===== src/rtl/apb_acc_master_if.sv =====
// Bundle of the command, write-stream, read-stream, status and APB signals
// between apb_acc_master (master modport) and its surroundings (slave modport).
interface apb_acc_master_if #(
    parameter int APB_ADDR_WIDTH = 12,
    parameter int CNT_WIDTH      = 10
);
    // Every valid/ready pair transfers on a rising clock edge where both are
    // high; a producer never waits for ready before raising valid.
    logic                      cmd_valid;
    logic                      cmd_ready;
    logic                      cmd_write;
    logic [APB_ADDR_WIDTH-1:0] cmd_addr;
    logic [CNT_WIDTH-1:0]      cmd_len;

    logic                      wr_valid;
    logic                      wr_ready;
    logic [31:0]               wr_data;

    logic                      rd_valid;
    logic                      rd_ready;
    logic [31:0]               rd_data;

    logic                      busy;
    logic                      done;
    logic                      done_err;

    logic [APB_ADDR_WIDTH-1:0] PADDR;
    logic [31:0]               PWDATA;
    logic                      PWRITE;
    logic                      PSEL;
    logic                      PENABLE;
    logic [31:0]               PRDATA;
    logic                      PREADY;
    logic                      PSLVERR;

    modport master (
        input  cmd_valid, cmd_write, cmd_addr, cmd_len,
        input  wr_valid, wr_data,
        input  rd_ready,
        input  PRDATA, PREADY, PSLVERR,
        output cmd_ready, wr_ready, rd_valid, rd_data,
        output busy, done, done_err,
        output PADDR, PWDATA, PWRITE, PSEL, PENABLE
    );

    modport slave (
        output cmd_valid, cmd_write, cmd_addr, cmd_len,
        output wr_valid, wr_data,
        output rd_ready,
        output PRDATA, PREADY, PSLVERR,
        input  cmd_ready, wr_ready, rd_valid, rd_data,
        input  busy, done, done_err,
        input  PADDR, PWDATA, PWRITE, PSEL, PENABLE
    );
endinterface


===== src/rtl/apb_acc_master.sv =====
// APB burst initiator: one APB transfer per word at consecutive word addresses.
// Define APB_MASTER_TIMEOUT_EN to abort a burst when PREADY stalls TIMEOUT_CYCLES.
module apb_acc_master #(
    parameter int          APB_ADDR_WIDTH = 12,
    parameter int          CNT_WIDTH      = 10,
    parameter int unsigned TIMEOUT_CYCLES = 255
) (
    input  logic                HCLK,
    input  logic                HRESET,
    apb_acc_master_if.master    bus,
    output logic [2:0]          dbg_state
);

    typedef enum logic [2:0] {
        S_IDLE    = 3'd0,
        S_WAIT_WR = 3'd1,
        S_SETUP   = 3'd2,
        S_ACCESS  = 3'd3,
        S_RD_HOLD = 3'd4,
        S_DONE    = 3'd5
    } state_t;

    state_t                    state_q;
    state_t                    state_d;
    logic [APB_ADDR_WIDTH-1:0] addr_q;
    logic [CNT_WIDTH-1:0]      remaining_q;
    logic                      write_q;
    logic                      err_q;
    logic [31:0]               pwdata_q;
    logic [31:0]               rd_data_q;
    logic                      timeout;
    logic                      unused_cfg;

    always_ff @(posedge HCLK) begin
        if (HRESET) begin
            state_q <= S_IDLE;
        end else begin
            state_q <= state_d;
        end
    end

    always_comb begin
        state_d = state_q;
        unique case (state_q)
            S_IDLE: begin
                if (bus.cmd_valid) begin
                    if (bus.cmd_len == '0) begin
                        state_d = S_DONE;
                    end else if (bus.cmd_write) begin
                        state_d = S_WAIT_WR;
                    end else begin
                        state_d = S_SETUP;
                    end
                end
            end
            S_WAIT_WR: begin
                if (bus.wr_valid) begin
                    state_d = S_SETUP;
                end
            end
            S_SETUP: begin
                state_d = S_ACCESS;
            end
            S_ACCESS: begin
                // remaining_q still counts the beat completing this cycle.
                if (bus.PREADY) begin
                    if (!write_q) begin
                        state_d = S_RD_HOLD;
                    end else if (remaining_q == CNT_WIDTH'(1)) begin
                        state_d = S_DONE;
                    end else begin
                        state_d = S_WAIT_WR;
                    end
                end else if (timeout) begin
                    state_d = S_DONE;
                end
            end
            S_RD_HOLD: begin
                if (bus.rd_ready) begin
                    state_d = (remaining_q == '0) ? S_DONE : S_SETUP;
                end
            end
            S_DONE: begin
                state_d = S_IDLE;
            end
            default: begin
                state_d = S_IDLE;
            end
        endcase
    end

    always_comb begin
        bus.cmd_ready = 1'b0;
        bus.wr_ready  = 1'b0;
        bus.PSEL      = 1'b0;
        bus.PENABLE   = 1'b0;
        bus.rd_valid  = 1'b0;
        bus.done      = 1'b0;
        bus.done_err  = 1'b0;
        unique case (state_q)
            S_IDLE:    bus.cmd_ready = 1'b1;
            S_WAIT_WR: bus.wr_ready  = 1'b1;
            S_SETUP:   bus.PSEL      = 1'b1;
            S_ACCESS: begin
                bus.PSEL    = 1'b1;
                bus.PENABLE = 1'b1;
            end
            S_RD_HOLD: bus.rd_valid  = 1'b1;
            S_DONE: begin
                bus.done     = 1'b1;
                bus.done_err = err_q;
            end
            default: ;
        endcase
        bus.busy = (state_q != S_IDLE);
    end

    always_ff @(posedge HCLK) begin
        if (HRESET) begin
            addr_q      <= '0;
            remaining_q <= '0;
            write_q     <= 1'b0;
            err_q       <= 1'b0;
            pwdata_q    <= '0;
            rd_data_q   <= '0;
        end else begin
            unique case (state_q)
                S_IDLE: begin
                    if (bus.cmd_valid) begin
                        addr_q      <= {bus.cmd_addr[APB_ADDR_WIDTH-1:2], 2'b00};
                        remaining_q <= bus.cmd_len;
                        write_q     <= bus.cmd_write;
                        err_q       <= 1'b0;
                    end
                end
                S_WAIT_WR: begin
                    if (bus.wr_valid) begin
                        pwdata_q <= bus.wr_data;
                    end
                end
                S_ACCESS: begin
                    // The address advances only after the beat, so PADDR is
                    // stable across SETUP and all of ACCESS; it wraps naturally.
                    if (bus.PREADY) begin
                        err_q       <= err_q | bus.PSLVERR;
                        remaining_q <= remaining_q - CNT_WIDTH'(1);
                        addr_q      <= addr_q + APB_ADDR_WIDTH'(4);
                        if (!write_q) begin
                            rd_data_q <= bus.PRDATA;
                        end
                    end else if (timeout) begin
                        err_q <= 1'b1;
                    end
                end
                default: ;
            endcase
        end
    end

`ifdef APB_MASTER_TIMEOUT_EN
    localparam int TO_W = $clog2(TIMEOUT_CYCLES + 1);

    logic [TO_W-1:0] to_cnt_q;

    // Counts stalled ACCESS cycles of the current beat; SETUP restarts it.
    always_ff @(posedge HCLK) begin
        if (HRESET) begin
            to_cnt_q <= '0;
        end else if (state_q == S_SETUP) begin
            to_cnt_q <= '0;
        end else if ((state_q == S_ACCESS) && !bus.PREADY) begin
            to_cnt_q <= to_cnt_q + TO_W'(1);
        end
    end

    assign timeout    = (state_q == S_ACCESS) && !bus.PREADY &&
                        (to_cnt_q == TO_W'(TIMEOUT_CYCLES - 1));
    assign unused_cfg = ^bus.cmd_addr[1:0];
`else
    assign timeout    = 1'b0;
    assign unused_cfg = ^{bus.cmd_addr[1:0], (TIMEOUT_CYCLES != 0)};
`endif

    assign bus.PADDR   = addr_q;
    assign bus.PWRITE  = write_q;
    assign bus.PWDATA  = pwdata_q;
    assign bus.rd_data = rd_data_q;
    assign dbg_state   = state_q;

endmodule


===== src/flat_wrapper.sv =====
// flat-port wrapper written by rule: the top's interface ports become plain ports
module apb_acc_master_flat 
#(
    parameter int          APB_ADDR_WIDTH = 12,
    parameter int          CNT_WIDTH      = 10,
    parameter int unsigned TIMEOUT_CYCLES = 255
)
  (HCLK, HRESET, dbg_state, bus_cmd_valid, bus_cmd_write, bus_cmd_addr, bus_cmd_len, bus_wr_valid, bus_wr_data, bus_rd_ready, bus_PRDATA, bus_PREADY, bus_PSLVERR, bus_cmd_ready, bus_wr_ready, bus_rd_valid, bus_rd_data, bus_busy, bus_done, bus_done_err, bus_PADDR, bus_PWDATA, bus_PWRITE, bus_PSEL, bus_PENABLE);
  apb_acc_master_if #(.APB_ADDR_WIDTH(APB_ADDR_WIDTH), .CNT_WIDTH(CNT_WIDTH)) bus_i ();
  input  logic HCLK;
  input  logic HRESET;
  output logic [2:0] dbg_state;
  input wire logic [$bits(bus_i.cmd_valid)-1:0] bus_cmd_valid;
  input wire logic [$bits(bus_i.cmd_write)-1:0] bus_cmd_write;
  input wire logic [$bits(bus_i.cmd_addr)-1:0] bus_cmd_addr;
  input wire logic [$bits(bus_i.cmd_len)-1:0] bus_cmd_len;
  input wire logic [$bits(bus_i.wr_valid)-1:0] bus_wr_valid;
  input wire logic [$bits(bus_i.wr_data)-1:0] bus_wr_data;
  input wire logic [$bits(bus_i.rd_ready)-1:0] bus_rd_ready;
  input wire logic [$bits(bus_i.PRDATA)-1:0] bus_PRDATA;
  input wire logic [$bits(bus_i.PREADY)-1:0] bus_PREADY;
  input wire logic [$bits(bus_i.PSLVERR)-1:0] bus_PSLVERR;
  output wire logic [$bits(bus_i.cmd_ready)-1:0] bus_cmd_ready;
  output wire logic [$bits(bus_i.wr_ready)-1:0] bus_wr_ready;
  output wire logic [$bits(bus_i.rd_valid)-1:0] bus_rd_valid;
  output wire logic [$bits(bus_i.rd_data)-1:0] bus_rd_data;
  output wire logic [$bits(bus_i.busy)-1:0] bus_busy;
  output wire logic [$bits(bus_i.done)-1:0] bus_done;
  output wire logic [$bits(bus_i.done_err)-1:0] bus_done_err;
  output wire logic [$bits(bus_i.PADDR)-1:0] bus_PADDR;
  output wire logic [$bits(bus_i.PWDATA)-1:0] bus_PWDATA;
  output wire logic [$bits(bus_i.PWRITE)-1:0] bus_PWRITE;
  output wire logic [$bits(bus_i.PSEL)-1:0] bus_PSEL;
  output wire logic [$bits(bus_i.PENABLE)-1:0] bus_PENABLE;
  assign bus_i.cmd_valid = bus_cmd_valid;
  assign bus_i.cmd_write = bus_cmd_write;
  assign bus_i.cmd_addr = bus_cmd_addr;
  assign bus_i.cmd_len = bus_cmd_len;
  assign bus_i.wr_valid = bus_wr_valid;
  assign bus_i.wr_data = bus_wr_data;
  assign bus_i.rd_ready = bus_rd_ready;
  assign bus_i.PRDATA = bus_PRDATA;
  assign bus_i.PREADY = bus_PREADY;
  assign bus_i.PSLVERR = bus_PSLVERR;
  assign bus_cmd_ready = bus_i.cmd_ready;
  assign bus_wr_ready = bus_i.wr_ready;
  assign bus_rd_valid = bus_i.rd_valid;
  assign bus_rd_data = bus_i.rd_data;
  assign bus_busy = bus_i.busy;
  assign bus_done = bus_i.done;
  assign bus_done_err = bus_i.done_err;
  assign bus_PADDR = bus_i.PADDR;
  assign bus_PWDATA = bus_i.PWDATA;
  assign bus_PWRITE = bus_i.PWRITE;
  assign bus_PSEL = bus_i.PSEL;
  assign bus_PENABLE = bus_i.PENABLE;
  apb_acc_master #(.APB_ADDR_WIDTH(APB_ADDR_WIDTH), .CNT_WIDTH(CNT_WIDTH), .TIMEOUT_CYCLES(TIMEOUT_CYCLES)) u_core (.HCLK(HCLK), .HRESET(HRESET), .bus(bus_i), .dbg_state(dbg_state));
endmodule

===== config.mk =====
export PLATFORM = sky130hd
export DESIGN_NAME = apb_acc_master_flat
export DESIGN_NICKNAME = d
export VERILOG_FILES = /design/src/rtl/apb_acc_master_if.sv /design/src/rtl/apb_acc_master.sv /design/src/flat_wrapper.sv
export SDC_FILE = /design/constraint.sdc
export NUM_CORES = 1
export LEC_CHECK = 0
export BUFFER_PORTS_ARGS = -buffer_cell sky130_fd_sc_hd__buf_4
export CAP_MARGIN = 15
export CELL_PAD_IN_SITES_DETAIL_PLACEMENT = 0
export CELL_PAD_IN_SITES_GLOBAL_PLACEMENT = 1
export CORE_MARGIN = 10
export CORE_UTILIZATION = 34
export DETAILED_ROUTE_END_ITERATION = 12
export GPL_TIMING_DRIVEN = 1
export PLACE_DENSITY_LB_ADDON = 0.1
export SYNTH_ARGS = -nofsm -noshare
export SYNTH_HDL_FRONTEND = slang
export SYNTH_SLANG_ARGS = --single-unit

===== constraint.sdc =====
create_clock -name HCLK -period 3 [get_ports HCLK]
set_input_delay 0.3 -clock HCLK [delete_from_list [all_inputs] [get_ports HCLK]]
set_output_delay 0.3 -clock HCLK [all_outputs]
set_load 0.005 [all_outputs]

==> flow_summary.yaml <==
timing:
  relSlewSlack_pct: 56.71
  period_minus_slack_ns: 2.319
  fin_setup_tns_ns: 0
  final-hold-violation-count: 0
  period_share_pct: 77.29
  setup_ws_ns: 0.6813
  setup_viol: 0
  grt_setup_unrepaired: "false"
  fmax_ghz: 0.4313
  worst_pin_slew_ns: 0.6479
  slew_violations: 0
  skew_ns: 0.007360
clock_tree:
  cts_setup_buffers: 0
  numCtsBuffers: 9
  htreeDepth: 3
  cts_root_buf: "clkbuf_16"
  clockBufferDepth: 2
  cts_sinks: 89
  cts_hold_buffers: 0
  clk_latency_ns: 0.35
  cts_tree: "done"
  path_clk_slew_ns: 0.07
  cts-resized-gates: 0
floorplan:
  die_h_um: 126.4
  design.core.area_um2: 10940
  die_area_um2: 15970
  die_w_um: 126.4
  rows: 38
  io_pins: 182
  start_util_pct: 35.17
status:
  status: "completed"
place:
  io_buffers: 177
  hpwl_um: 9445
  dp_cells: 798
  gp_congestion: 0.8397
  place_area_um2: 5271
  dp_slack_ns: 0.8531
critical_path:
  cp.required_ns: 2.70
  cp-end-kind: "output port"
  cp_max_fo: 17
  arrival_ns: 2.02
  path_class: "flip-flop to output port"
  critPathSlowestCell: "dfxtp_1"
  slowest_delay_ns: 0.62
  path_cells: "nand3b_1, inv_1, buf_4"
  worstSetupStartpointType: "flip-flop"
yosys:
  ys_top_cells_by_count: "145 x nand2_1, 89 x a21oi_1, 89 x dfxtp_1, 29 x clkbuf_1, 24 x o21ai_0"
  async_flop_share_pct: 0
  syn_area_um2: 3846
  synth_compound_area_share_pct: 19.94
  yosysMostFrequentCell: "nand2_1"
  postSynthCellCount: 508
  synth_cell_types: 47
  synth-adder-area-share_pct: 0.9759
  synth_top_family_by_area: "simple AND/OR/NAND/NOR gates"
  synth.avg_cell_area_um2: 7.571
  seq_area_frac_synth_pct: 46.32
  synthTopCellsByArea: "dfxtp_1 46%, nand2_1 14%, a21oi_1 12%"
  synth_top_cell_area_share_pct: 46.32
  synth_seq_cells: 89
  synth_simple_gate_area_share_pct: 27.49
  yosysWarnings: 0
  muxShareOfSynthArea_pct: 0.5205
  synth-edff-count: 0
  synthXorXnorAreaFrac_pct: 0
  synth_ff_type: "dfxtp_1"
  yosys.area.top_type: "dfxtp_1"
drt:
  dr_total_vias: 4068
  drt-wirelength-per-cell_um: 16.02
  drt-initial-drc-count: 237
  drcViolationCount: 0
  avgViaCountPerCell: 4.998
  dr.pass1.iters: 5
  routed_wl_um: 13040
  drtAntennaViolNets: 0
finish:
  diodes: 0
  nNetsFinal: 766
  fillers: 1081
  final_util_pct: 51.21
  stdcell_area_um2: 5600
  drive_gt1_share_pct: 30.56
  instances_no_fill: 814
  areaGrowthSynthToFinish_pct: 45.61
global_route:
  antenna_found_initial: 0
  grt_pass1_wl_um: 20540
  grt_start_max_net_pins: 47
  grt-ovfl-total: 0
  gr-usage-all-layers_pct: 15.62
  grt_pass1_vias: 3795
hold_path:
  hold_path_class: "input port to flip-flop"
pwr:
  cellLeakagePower_uw: 0.002344
  power_density_nw_per_um2: 692.7
  max-vdd-ir-drop_uv: 339.9
flow_run:
  drv_cap: 0
==> final cells by class <==
| cell class | instances | area (um^2) | area share (%) |
|---|---|---|---|
| multi-input combinational | 376 | 1896 | 33.85 |
| tap | 140 | 175.2 | 3.128 |
| clock buffer | 10 | 239.0 | 4.267 |
| timing repair buffer | 185 | 1389 | 24.80 |
| clock inverter | 6 | 90.09 | 1.609 |
| inverter | 8 | 30.03 | 0.5362 |
| sequential | 89 | 1782 | 31.81 |
==> critical path, delay by kind of cell (launching register included) <==
kind          cells  cell delay (ns)
buf+inv           2             0.77
flops             1             0.62
simple gates      1             0.28
==> state kept, by name, indices dropped and copies added (netlist names) <==
signal              count
u_core.bus.PADDR       10
u_core.bus.PWRITE       1
u_core.remaining_q     10
u_core.bus.rd_data     32
u_core.bus.PWDATA      32
u_core.err_q            1
u_core.dbg_state        3
==> where the power goes <==
part	total [uW]	switching, uW	internal [uW]
logic	1120	591	534
clock network	1250	494	756
registers	1510	171	1330
total	3880	1260	2620
==> kinds of logic (layout without fill, tap and decap cells) <==
| logic type | after synthesis | count (layout) |
|---|---|---|
| compound gates | 139 | 139 |
| fa+ha+maj | 3 | 3 |
| buf+inv | 44 | 209 |
| flops | 89 | 89 |
| mux | 2 | 2 |
| other cells | 1 | 2 |
| simple gates | 230 | 230 |
==> metal layers <==
layer  wire, um  share of wire [%]  track usage (%)
met4        189                1.4            5.894
met2       6092                 47            24.33
met3        965                7.4            4.956
met1       5795                 44            19.73
met5          0                  0                0
==> cells in the final DEF (no fill, tap or decap), types with 4 or more instances in the layout <==
cell type,instances
o21ai_0,24
o32ai_1,4
nand2b_1,5
buf_4,185
nor3_1,9
nor2_1,18
nand3_1,4
dfxtp_1,89
inv_1,8
nor3b_1,4
and2_1,10
a31oi_1,5
nor4_1,7
a21oi_1,89
clkbuf_16,9
nand2_1,145
==> worst paths after layout <==
kind	start	end	slack [ns]	cells past startpoint
hold / removal	bus_rd_ready	u_core.dbg_state[2]$_SDFFE_PP0P_	0.16	2
hold reg to reg	u_core.bus.PWDATA[17]$_SDFFE_PP0P_	u_core.bus.PWDATA[17]$_SDFFE_PP0P_	0.45	2
setup reg to reg	u_core.dbg_state[1]$_SDFFE_PP0P_	u_core.bus.rd_data[29]$_SDFFE_PP0P_	0.81	6
setup / recovery	u_core.dbg_state[1]$_SDFFE_PP0P_	bus_PENABLE	0.68	3
==> per-stage QoR <==
step,total power [uW],hold slack (ns)
after floorplan,2126,0.4177
after global placement,2652,0.4417
after detailed placement,2664,0.4488
after CTS,3917,0.1490
after global routing,4123,0.1562
final,3880,0.1587
No activity file was read; power rests on OpenSTA's default activity.
